`src/rtl/i_ref_sweep_ctrl_pkg.sv`:
```
// -----------------------------------------------------------------------------
// i_ref_pkg
// Shared definitions for the reference-current sweep controller and the
// downstream max-stable-current sampler.
//   I_REF_BUS_WIDTH : default DAC code width.
//   sweep_state_t   : sweep controller state encoding.
//   cnt_width()     : width needed for a counter holding 0..n-1 (minimum 1).
// -----------------------------------------------------------------------------
package i_ref_pkg;

    localparam int unsigned I_REF_BUS_WIDTH = 10;

    typedef enum logic [2:0] {
        IDLE   = 3'd0,
        SETTLE = 3'd1,
        WINDOW = 3'd2,
        EVAL   = 3'd3,
        DONE   = 3'd4
    } sweep_state_t;

    function automatic int unsigned cnt_width(input int unsigned n);
        return (n <= 1) ? 1 : $clog2(n);
    endfunction

endpackage

```
`src/rtl/i_ref_sweep_ctrl_edge_window_counter.sv`:
```
// -----------------------------------------------------------------------------
// edge_window_counter
// Samples the comparator, detects rising edges and counts them (saturating
// at EDGE_THRESH) while count_en is high.
// Build option: define I_REF_SWEEP_CMP_SYNC_EN to sample cmp_in through a
// 2-flop synchronizer; otherwise a single sampling flop is used.
// Ports:
//   clk, rst     : clock, synchronous active-high reset
//   cmp_in       : comparator input (asynchronous when the synchronizer is on)
//   clear        : zero the edge count
//   count_en     : count rising edges this cycle
//   thresh_hit   : edge count has reached EDGE_THRESH
// -----------------------------------------------------------------------------
module edge_window_counter
    import i_ref_pkg::*;
#(
    parameter int unsigned EDGE_THRESH = 4
) (
    input  logic clk,
    input  logic rst,
    input  logic cmp_in,
    input  logic clear,
    input  logic count_en,
    output logic thresh_hit
);

    localparam int unsigned CW = cnt_width(EDGE_THRESH + 1);

    logic          cmp_s;
    logic          cmp_prev;
    logic          rise;
    logic [CW-1:0] edge_cnt;

`ifdef I_REF_SWEEP_CMP_SYNC_EN
    logic [1:0] sync_q;

    always_ff @(posedge clk) begin
        if (rst) sync_q <= '0;
        else     sync_q <= {sync_q[0], cmp_in};
    end

    assign cmp_s = sync_q[1];
`else
    logic samp_q;

    always_ff @(posedge clk) begin
        if (rst) samp_q <= 1'b0;
        else     samp_q <= cmp_in;
    end

    assign cmp_s = samp_q;
`endif

    // The previous sample tracks every cycle, so on window entry it already
    // holds the last pre-window level: a level high at window start is not
    // an edge.
    always_ff @(posedge clk) begin
        if (rst) cmp_prev <= 1'b0;
        else     cmp_prev <= cmp_s;
    end

    assign rise = cmp_s & ~cmp_prev;

    always_ff @(posedge clk) begin
        if (rst || clear)
            edge_cnt <= '0;
        else if (count_en && rise && (edge_cnt < CW'(EDGE_THRESH)))
            edge_cnt <= edge_cnt + CW'(1);
    end

    assign thresh_hit = (edge_cnt >= CW'(EDGE_THRESH));

endmodule

```
`src/rtl/i_ref_sweep_ctrl.sv`:
```
// -----------------------------------------------------------------------------
// i_ref_sweep_ctrl
// Ramps the reference-current DAC code from START_CODE in STEP increments.
// Each code settles for SETTLE_CYCLES, then comparator rising edges are
// counted for WINDOW_CYCLES; one EVAL cycle then pulses ready (stable) or
// went_unstable. The sweep stops at the first unstable code or when the next
// code would exceed the code range.
// Build option: I_REF_SWEEP_CMP_SYNC_EN (see edge_window_counter).
// Ports:
//   clk, rst       : clock, synchronous active-high reset
//   enable         : level; high starts and holds the sweep
//   cmp_in         : oscillation comparator
//   i_ref          : current DAC code
//   ready          : 1-cycle pulse, current code stable
//   went_unstable  : 1-cycle pulse, current code unstable
//   busy           : sweep in progress
//   done           : sweep finished, held until enable falls
//   exhausted      : with done, range ended without instability
// -----------------------------------------------------------------------------
module i_ref_sweep_ctrl
    import i_ref_pkg::*;
#(
    parameter int unsigned BUS_WIDTH     = I_REF_BUS_WIDTH,
    parameter int unsigned START_CODE    = 0,
    parameter int unsigned STEP          = 1,
    parameter int unsigned SETTLE_CYCLES = 16,
    parameter int unsigned WINDOW_CYCLES = 64,
    parameter int unsigned EDGE_THRESH   = 4
) (
    input  logic                 clk,
    input  logic                 rst,
    input  logic                 enable,
    input  logic                 cmp_in,
    output logic [BUS_WIDTH-1:0] i_ref,
    output logic                 ready,
    output logic                 went_unstable,
    output logic                 busy,
    output logic                 done,
    output logic                 exhausted
);

    localparam int unsigned CYC_MAX = (SETTLE_CYCLES > WINDOW_CYCLES) ?
                                      SETTLE_CYCLES : WINDOW_CYCLES;
    localparam int unsigned CCW     = cnt_width(CYC_MAX);

    localparam logic [BUS_WIDTH-1:0] START_VAL = BUS_WIDTH'(START_CODE);
    localparam logic [BUS_WIDTH:0]   STEP_EXT  = (BUS_WIDTH + 1)'(STEP);

    sweep_state_t         state_q, state_d;
    logic [CCW-1:0]       cyc_q, cyc_d;
    logic [BUS_WIDTH-1:0] i_ref_q, i_ref_d;
    logic                 exh_q, exh_d;

    logic                 thresh_hit;
    logic                 cnt_clear;
    logic                 cnt_en;
    logic [BUS_WIDTH:0]   next_code;
    logic                 code_ovf;
    logic                 settle_last;
    logic                 window_last;

    // One extra bit catches the step that would run past the top code.
    assign next_code   = {1'b0, i_ref_q} + STEP_EXT;
    assign code_ovf    = next_code[BUS_WIDTH];
    assign settle_last = (cyc_q == CCW'(SETTLE_CYCLES - 1));
    assign window_last = (cyc_q == CCW'(WINDOW_CYCLES - 1));

    edge_window_counter #(
        .EDGE_THRESH (EDGE_THRESH)
    ) u_edge_cnt (
        .clk        (clk),
        .rst        (rst),
        .cmp_in     (cmp_in),
        .clear      (cnt_clear),
        .count_en   (cnt_en),
        .thresh_hit (thresh_hit)
    );

    // State register and sweep datapath registers
    always_ff @(posedge clk) begin
        if (rst) begin
            state_q <= IDLE;
            cyc_q   <= '0;
            i_ref_q <= START_VAL;
            exh_q   <= 1'b0;
        end else begin
            state_q <= state_d;
            cyc_q   <= cyc_d;
            i_ref_q <= i_ref_d;
            exh_q   <= exh_d;
        end
    end

    // Next-state logic
    always_comb begin
        state_d = state_q;
        cyc_d   = cyc_q;
        i_ref_d = i_ref_q;
        exh_d   = exh_q;
        case (state_q)
            IDLE: begin
                cyc_d   = '0;
                i_ref_d = START_VAL;
                exh_d   = 1'b0;
                if (enable) state_d = SETTLE;
            end
            SETTLE: begin
                if (!enable) begin
                    state_d = IDLE;
                    cyc_d   = '0;
                    i_ref_d = START_VAL;
                end else if (settle_last) begin
                    state_d = WINDOW;
                    cyc_d   = '0;
                end else begin
                    cyc_d = cyc_q + CCW'(1);
                end
            end
            WINDOW: begin
                if (!enable) begin
                    state_d = IDLE;
                    cyc_d   = '0;
                    i_ref_d = START_VAL;
                end else if (window_last) begin
                    state_d = EVAL;
                    cyc_d   = '0;
                end else begin
                    cyc_d = cyc_q + CCW'(1);
                end
            end
            EVAL: begin
                cyc_d = '0;
                if (!enable) begin
                    state_d = IDLE;
                    i_ref_d = START_VAL;
                end else if (thresh_hit) begin
                    state_d = DONE;
                    exh_d   = 1'b0;
                end else if (code_ovf) begin
                    state_d = DONE;
                    exh_d   = 1'b1;
                end else begin
                    state_d = SETTLE;
                    i_ref_d = next_code[BUS_WIDTH-1:0];
                end
            end
            DONE: begin
                if (!enable) begin
                    state_d = IDLE;
                    i_ref_d = START_VAL;
                    exh_d   = 1'b0;
                end
            end
            default: begin
                state_d = IDLE;
                cyc_d   = '0;
                i_ref_d = START_VAL;
                exh_d   = 1'b0;
            end
        endcase
    end

    // Output decode (Moore) and edge counter control
    always_comb begin
        i_ref         = i_ref_q;
        ready         = (state_q == EVAL) && !thresh_hit;
        went_unstable = (state_q == EVAL) &&  thresh_hit;
        busy          = (state_q == SETTLE) || (state_q == WINDOW) ||
                        (state_q == EVAL);
        done          = (state_q == DONE);
        exhausted     = exh_q;
        // Count held at zero outside the window/eval span so every window
        // starts from zero; an abort also clears it immediately.
        cnt_clear     = !enable || (state_q == IDLE) || (state_q == SETTLE) ||
                        (state_q == DONE);
        cnt_en        = (state_q == WINDOW);
    end

endmodule

```
`config.mk`:
```
export PLATFORM = sky130hd
export DESIGN_NAME = i_ref_sweep_ctrl
export DESIGN_NICKNAME = d
export VERILOG_FILES = /design/src/rtl/i_ref_sweep_ctrl_pkg.sv /design/src/rtl/i_ref_sweep_ctrl_edge_window_counter.sv /design/src/rtl/i_ref_sweep_ctrl.sv
export SDC_FILE = /design/constraint.sdc
export NUM_CORES = 1
export LEC_CHECK = 0
export BUFFER_PORTS_ARGS = -buffer_cell sky130_fd_sc_hd__buf_4
export CAP_MARGIN = 20
export CORE_MARGIN = 3
export CORE_UTILIZATION = 45
export CTS_CLUSTER_DIAMETER = 60
export DETAILED_ROUTE_END_ITERATION = 10
export GPL_TIMING_DRIVEN = 0
export PLACE_DENSITY = 0.73
export SLEW_MARGIN = 20
export SYNTH_ARGS = -nofsm -noshare
export SYNTH_HDL_FRONTEND = slang
export SYNTH_SLANG_ARGS = --single-unit
```
`constraint.sdc`:
```
create_clock -name clk -period 1.7 [get_ports clk]
set_input_delay 0 -clock clk [delete_from_list [all_inputs] [get_ports clk]]
set_output_delay 0 -clock clk [all_outputs]
set_load 0.02 [all_outputs]
```
==> results of run 1 <==
## critical path, delay by kind of cell, from the launching register on
| kind | cells | cell delay, ps |
|---|---|---|
| AOI/OAI and AO/OA | 2 | 470 |
| adders and majority gates | 1 | 190 |
| buffers and inverters | 1 | 180 |
| DFF | 1 | 400 |
| and+or+nand+nor | 2 | 330 |
## placed cells by master (no fill, tap or decap), types with 2 or more instances in the layout
cell type,instances
a211o_1,3
nand4_1,6
dfxtp_1,18
a31oi_1,6
buf_6,2
o21ai_0,4
a21oi_1,16
nand3b_1,2
and3_1,5
dlygate4sd3_1,3
nor4_4,2
xnor2_1,3
nor2b_1,2
inv_1,8
nor3_1,3
a211oi_1,4
clkbuf_1,3
buf_4,24
or3_1,2
o31ai_1,4
nand3_1,2
nand2b_1,4
clkbuf_4,4
o221ai_1,2
nor2_1,13
ha_1,3
nand4b_1,2
nor4_1,2
o311ai_1,2
and4_1,3
a41oi_1,2
dfxtp_2,6
nand2_1,10
buf_2,2
## flip-flops by register name, summed over array words and instances (netlist names)
name and cells:
cyc_q 6, u_edge_cnt.cmp_prev 1, state_q 3, exhausted 1
u_edge_cnt.edge_cnt 3, i_ref 10, u_edge_cnt.cmp_s 1
## path summary, 6_finish.rpt
| kind | from | endpoint | slack (ps) |
|---|---|---|---|
| min reg2reg | cyc_q[1] | cyc_q[1] | 490 |
| max | i_ref[0] | i_ref[2] | 80 |
| max reg2reg | i_ref[0] | i_ref[2] | 80 |
| min | cmp_in | u_edge_cnt.cmp_s | 410 |
## power groups by stage
stage / Sequential (mW) / Clock, mW / Combinational, mW
final: 0.595 / 0.282 / 0.0826
after global routing: 0.596 / 0.311 / 0.0910
after CTS: 0.597 / 0.293 / 0.0825
after detailed placement: 0.609 / 0 / 0.0762
after global placement: 0.609 / 0 / 0.0752
after floorplan: 0.608 / 0 / 0.0546
## metal layers
| metal | wire, microns | vias to the layer above |
|---|---|---|
| met3 | 168 | 7 |
| met5 | 0 | - |
| met1 | 1762 | 711 |
| met2 | 1747 | 46 |
| li1 | - | 735 |
| met4 | 54 | 0 |
## synthesized netlist by cell type (all sizes together) (2+ instances only)
cell	number	area share, %
dfxtp	25	33
a21oi	17	5.5
nor2	13	3.2
nand2	10	2.4
inv	8	2.0
buf	7	3.4
a31oi	6	2.4
nand4	6	2.4
a211oi	5	2.8
and3	5	2.0
o21ai	5	1.6
clkbuf	4	0.98
ha	4	3.3
nand2b	4	1.6
nand4b	4	3.7
nor3	4	1.6
nor4	4	3.6
o31ai	4	2.0
a211o	3	1.7
and4	3	1.7
nand3	3	0.98
or3	3	1.5
xnor2	3	1.7
a41oi	2	1.1
nand3b	2	0.98
nor2b	2	0.81
o221ai	2	1.1
o311ai	2	1.1
## logic make-up (layout without fill, tap and decap cells)
family | after synthesis | after routing | synth area share, %
flip-flops | 25 | 25 | 32.55
buffers and inverters | 20 | 48 | 6.671
adder cells (fa/ha/maj) | 4 | 4 | 3.255
AND/OR/NAND/NOR | 67 | 67 | 28.48
multiplexers | 1 | 1 | 0.6510
XOR/XNOR | 3 | 3 | 1.709
AO/OA/AOI/OAI | 57 | 57 | 26.69
## timing repair
item,4_1_cts,5_1_grt
hold buffers,3,0
hold endpoints to repair,4,0
cloned,0,0
buffers inserted,1,4
endpoints found under the setup margin,4,16
pin swaps,2,2
gates resized for setup,5,9
## final cells by class
cell class,count,area (sq um)
Multi-Input combinational cell,132,974.7
Timing Repair Buffer,25,195.2
Buffer,10,67.56
Fill cell,293,1287
Sequential cell,25,511.7
Inverter,9,35.03
Tap cell,44,55.05
Clock buffer,4,26.28
==> results.md, run 1 <==
* ANT nets after route at 0
* Share of cells above drive strength 1 at 26.83%
* Ys flop type: dfxtp_1
* Switch Pwr at between 0.2 and 0.25 mW
* Clock power share at 29.4%
* RSZ-0062 raised after global routing: yes
* Post-Place Cells at 238
* First-iteration detailed-routing DRC count at roughly 130
* Drt pass-1 iters at 5
* Final hold slack at 408.1 ps
* Worst-case reg-to-reg path depth at 6
* Area after DPL at 1723 sq um
* Grt met3 use at 2.426%
* Lkg Pwr at 0.7229 nW
* Crit path arrival time at 1890 ps
* Number of global-route vias before repair at about 1.3k
* Power per Cell Area at 514.5 nW/um^2
* Required @ worst endpoint at 1970 ps
* Sequential share of power at between 60% and 70%
* Total power at 0.9599 mW
* Synth Instances at 177
* FMAX at a little over 600 MHz
* Num ports at 19
* Post-Route Skew at roughly 1.9 ps
* GR Util All Layers at 19.23%
* Initial Utilization at 48.77%
* Crit Path Max Fanout at 8
* YS warnings at 0
* Post-layout util at roughly three fifths
* Longest Clk Path Bufs at 2
* CP endpoint kind: flip-flop
* Ant diodes at 0
* GRT busiest layer: met2
* Met2 Use GR at 31.44%
* Place WS at -87.87 ps
* Port bufs at 17
* Core Box Area at 3153 sq um
* Worst path max stage delay at 400 ps
* Relative slew margins at ~65%
* Met1 Usage GRT at 26.53%
* HP Class: primary input to flip-flop
* Count of cell types in the netlist at 54
* Worst-Skew Late Latency at 330 ps
* Endpoints failing hold at 0
* Setup violators final at 0
* Post-Syn Area per Cell at 8.688 sq um
* Hold path depth at 3
* Die ar. at about 4200 sq um
* Mapped Area at 1538 sq um
* Routed wire per std cell at approximately 15 microns
* CTS sink count at 25
* Comb power frac at 8.6%
* Vias per cell at 6.020
* Worst setup SP type: flip-flop
* Worst Max-Slew Pin Slew at 521.2 ps
* CTS H-tree depth at 1
* Tmin final at 1624 ps
* Setup_tns at 0 ps
* CTS tree: built
* Num CTS Buffers at 3
* Placement Rows at 20
* Clock-pin slew on the worst setup and hold paths at between 100 and 150 ps
* Post-Layout Cell Count at ~250
* Fraction of power spent switching nets at roughly 25%
* Initial antenna violation count at 0
* Asr flop ratio synth at 0%
* Post-synth EDFFs at 0
* Max VDD drop at 0.4007 mV
* Final WS setup at 75.76 ps
* Dpl hpwl at 2.729 mm
* CP Cell Sequence: ha_4 -> and4_1 -> a311oi_4 -> buf_4 -> nand3b_1 -> a21oi_1
* DIE WIDTH at 64.46 microns
* Sequential area share after synthesis at 32.55%
* Max-cap violations at 0
* Height of the die at around 64 microns
* Final Max Tran Viols at 0
* Placer Congestion at 0.8658
* Synthesis-stage register bit count at 25
* Remaining Overflow, GRT at 0
* DRC at 0
* First-pass GRT wire length at 6.410 mm
* Fin crit share at 95.54%
* CTS root buf: clkbuf_4
* Area growth from synthesis to layout at 21.32%
* Syn_nets at about 190
* Largest net degree at the start of global routing at 14
* Final Net Count at 214
* Via Count at between 1k and 1.5k
* WS Path Type: flip-flop to flip-flop
* Status: finished, final reports clean
* Design Area, Final at roughly 1900 sq um
* Post-Route WL at around 3.7 mm
* Crit-path slowest cell: dfxtp_4
* P_int at ~0.72 mW
Power figures use the tool's default switching activity.
==> inputs of run 2 (changes only) <==
==> constraint.sdc (replaced) <==
create_clock -name clk -period 1.7 [get_ports clk]
set_input_delay 0 -clock clk [delete_from_list [all_inputs] [get_ports clk]]
set_output_delay 0 -clock clk [all_outputs]
set_load 0.005 [all_outputs]
==> results.md, run 2 (synthesized netlist as in run 1, its figures left out) <==
* Remaining Overflow, GRT at 0 (unchanged)
* Crit-path slowest cell: dfxtp_4
* Max VDD drop at 0.3142 mV (-22%)
* Fraction of power spent switching nets at 24.70% (-0.69 points)
* Num ports at 19 (unchanged)
* Required @ worst endpoint at 1950 ps (-20 ps)
* Tmin final at 1596 ps (-28.00 ps)
* Power per Cell Area at 515.9 nW/um^2 (+0.26%)
* Dpl hpwl at 2.652 mm (-2.8%)
* CTS H-tree depth at 1 (unchanged)
* Routed wire per std cell at 15.17 microns (+1.2%)
* Switch Pwr at 0.2337 mW (-4.1%)
* Commonest non-fill, non-tap cell in the layout: buf_4
* Placement Rows at 20 (unchanged)
* Sequential share of power at 62.7% (+0.7 points)
* Drt pass-1 iters at 4 (-1)
* Placer Congestion at 0.8980 (+3.7%)
* Ant diodes at 0 (unchanged)
* Total power at 0.9462 mW (-1.4%)
* HP Class: primary input to flip-flop
* First-iteration detailed-routing DRC count at 116 (-10%)
* Height of the die at 64.46 microns (unchanged)
* Post-Route WL at 3.716 mm (-0.43%)
* RSZ-0062 raised after global routing: no
* Crit Path Max Fanout at 8 (unchanged)
* Area growth from synthesis to layout at 19.28%
* Initial antenna violation count at 0 (unchanged)
* CP Cell Sequence: ha_4 -> and4_1 -> a311oi_4 -> a41oi_1 -> a211oi_2
* Setup violators final at 0 (unchanged)
* Vias per cell at 6.073 (+0.89%)
* Die ar. at 4154 sq um (unchanged)
* Design Area, Final at 1834 sq um (-1.7%)
* Port bufs at 17 (unchanged)
* Fin crit share at 93.90% (-1.6 points)
* WS Path Type: flip-flop to flip-flop
* Hold path depth at 3 (unchanged)
* Num CTS Buffers at 3 (unchanged)
* Max reg flops at 10 (unchanged)
* Number of global-route vias before repair at 1,303 (-2.8%)
* Final Net Count at 210 (-1.9%)
* Comb power frac at 8.6% (about the same)
* Most frequent cells in the layout: 22 x buf_4, 17 x dfxtp_1, 16 x a21oi_1, 13 x nor2_1, 10 x nand2_1
* Clock-pin slew on the worst setup and hold paths at 140 ps (about the same)
* Core Box Area at 3153 sq um (unchanged)
* DRC at 0 (unchanged)
* Post-Route Skew at 4.236 ps (+2.363 ps)
* Initial Utilization at 48.77% (unchanged)
* GR Util All Layers at 18.40% (-0.83 points)
* Largest net degree at the start of global routing at 14 (unchanged)
* FMAX at 626.5 MHz (+1.8%)
* Max-cap violations at 0 (unchanged)
* P_int at 0.7125 mW (-0.51%)
* Longest Clk Path Bufs at 2 (unchanged)
* Share of cells above drive strength 1 at 26.87% (+0.036 points)
* Final WS setup at 103.8 ps (+28.00 ps)
* CTS sink count at 25 (unchanged)
* Crit path arrival time at 1850 ps (-40 ps)
* Worst Max-Slew Pin Slew at 545.7 ps (+24.53 ps)
* Via Count at 1,488 (-0.73%)
* Status: finished, final reports clean
* Worst-case reg-to-reg path depth at 5 (-1)
* CTS root buf: clkbuf_4
* DIE WIDTH at 64.46 microns (unchanged)
* Worst path max stage delay at 400 ps (about the same)
* ANT nets after route at 0 (unchanged)
* CP endpoint kind: flip-flop
* First-pass GRT wire length at 6.120 mm (-4.5%)
* Worst-Skew Late Latency at 320 ps (about the same)
* Final Max Tran Viols at 0 (unchanged)
* CTS tree: built
* Place WS at -106.6 ps (-18.71 ps)
* Worst setup SP type: flip-flop
* Relative slew margins at 63.62% (-1.6 points)
* Clock power share at 28.7% (-0.7 points)
* Post-layout util at 58.17% (-0.99 points)
* Endpoints failing hold at 0 (unchanged)
* Area after DPL at 1720 sq um (-0.15%)
* Lkg Pwr at 0.7061 nW (-2.3%)
[run 2: metrics by stage]
stage | TNS, ps | hold slack [ps] | cells
floorplan | 0 | 128.2 | 177
global placement | -256.4 | 209.0 | 238
detailed placement | -304.0 | 216.0 | 238
CTS | 0 | 16.17 | 244
global route | 0 | 20.30 | 245
finish | 0 | 24.02 | 245
[run 2: critical path, delay by kind of cell (launching register included)]
| kind | cells | cell delay [ps] |
|---|---|---|
| DFF | 1 | 400 |
| AOI/OAI and AO/OA | 3 | 710 |
| and+or+nand+nor | 1 | 240 |
| adders and majority gates | 1 | 190 |
[run 2: final timing paths]
check	start	endpoint	slack [ps]
min	enable	state_q[2]	20
max	i_ref[0]	i_ref[3]	100
min reg2reg	cyc_q[1]	cyc_q[1]	490
max reg2reg	i_ref[0]	i_ref[3]	100
[run 2: power by group through the flow]
stage | sequential [mW] | clock, mW | combinational [mW]
floorplan | 0.608 | 0 | 0.0524
global placement | 0.609 | 0 | 0.0734
detailed placement | 0.609 | 0 | 0.0751
CTS | 0.597 | 0.284 | 0.0788
global route | 0.595 | 0.303 | 0.0875
finish | 0.593 | 0.271 | 0.0813
[run 2: cell type report]
type / count / area (sq um)
fill: 303 / 1319
multi-input combinational: 132 / 972.2
sequential: 25 / 515.5
timing repair buffer: 22 / 170.2
buffer: 9 / 60.06
tap: 44 / 55.05
inverter: 9 / 35.03
clock buffer: 4 / 26.28
[run 2: routing by layer]
layer | vias to the layer above | track usage, % | routed length [microns]
met5 | - | 0 | 0
met1 | 701 | 26.37 | 1706
met3 | 5 | 2.946 | 262
met4 | 0 | 6.069 | 36
met2 | 56 | 28.09 | 1711
li1 | 726 | - | -
[run 2: repair_timing]
| action | in CTS | in global routing |
|---|---|---|
| pin swaps | 1 | 3 |
| hold buffers | 2 | 0 |
| endpoints found under the setup margin | 9 | 14 |
| cloned | 0 | 0 |
| endpoints found under the hold margin | 2 | 0 |
| setup buffers | 1 | 2 |
| resized for setup | 5 | 11 |
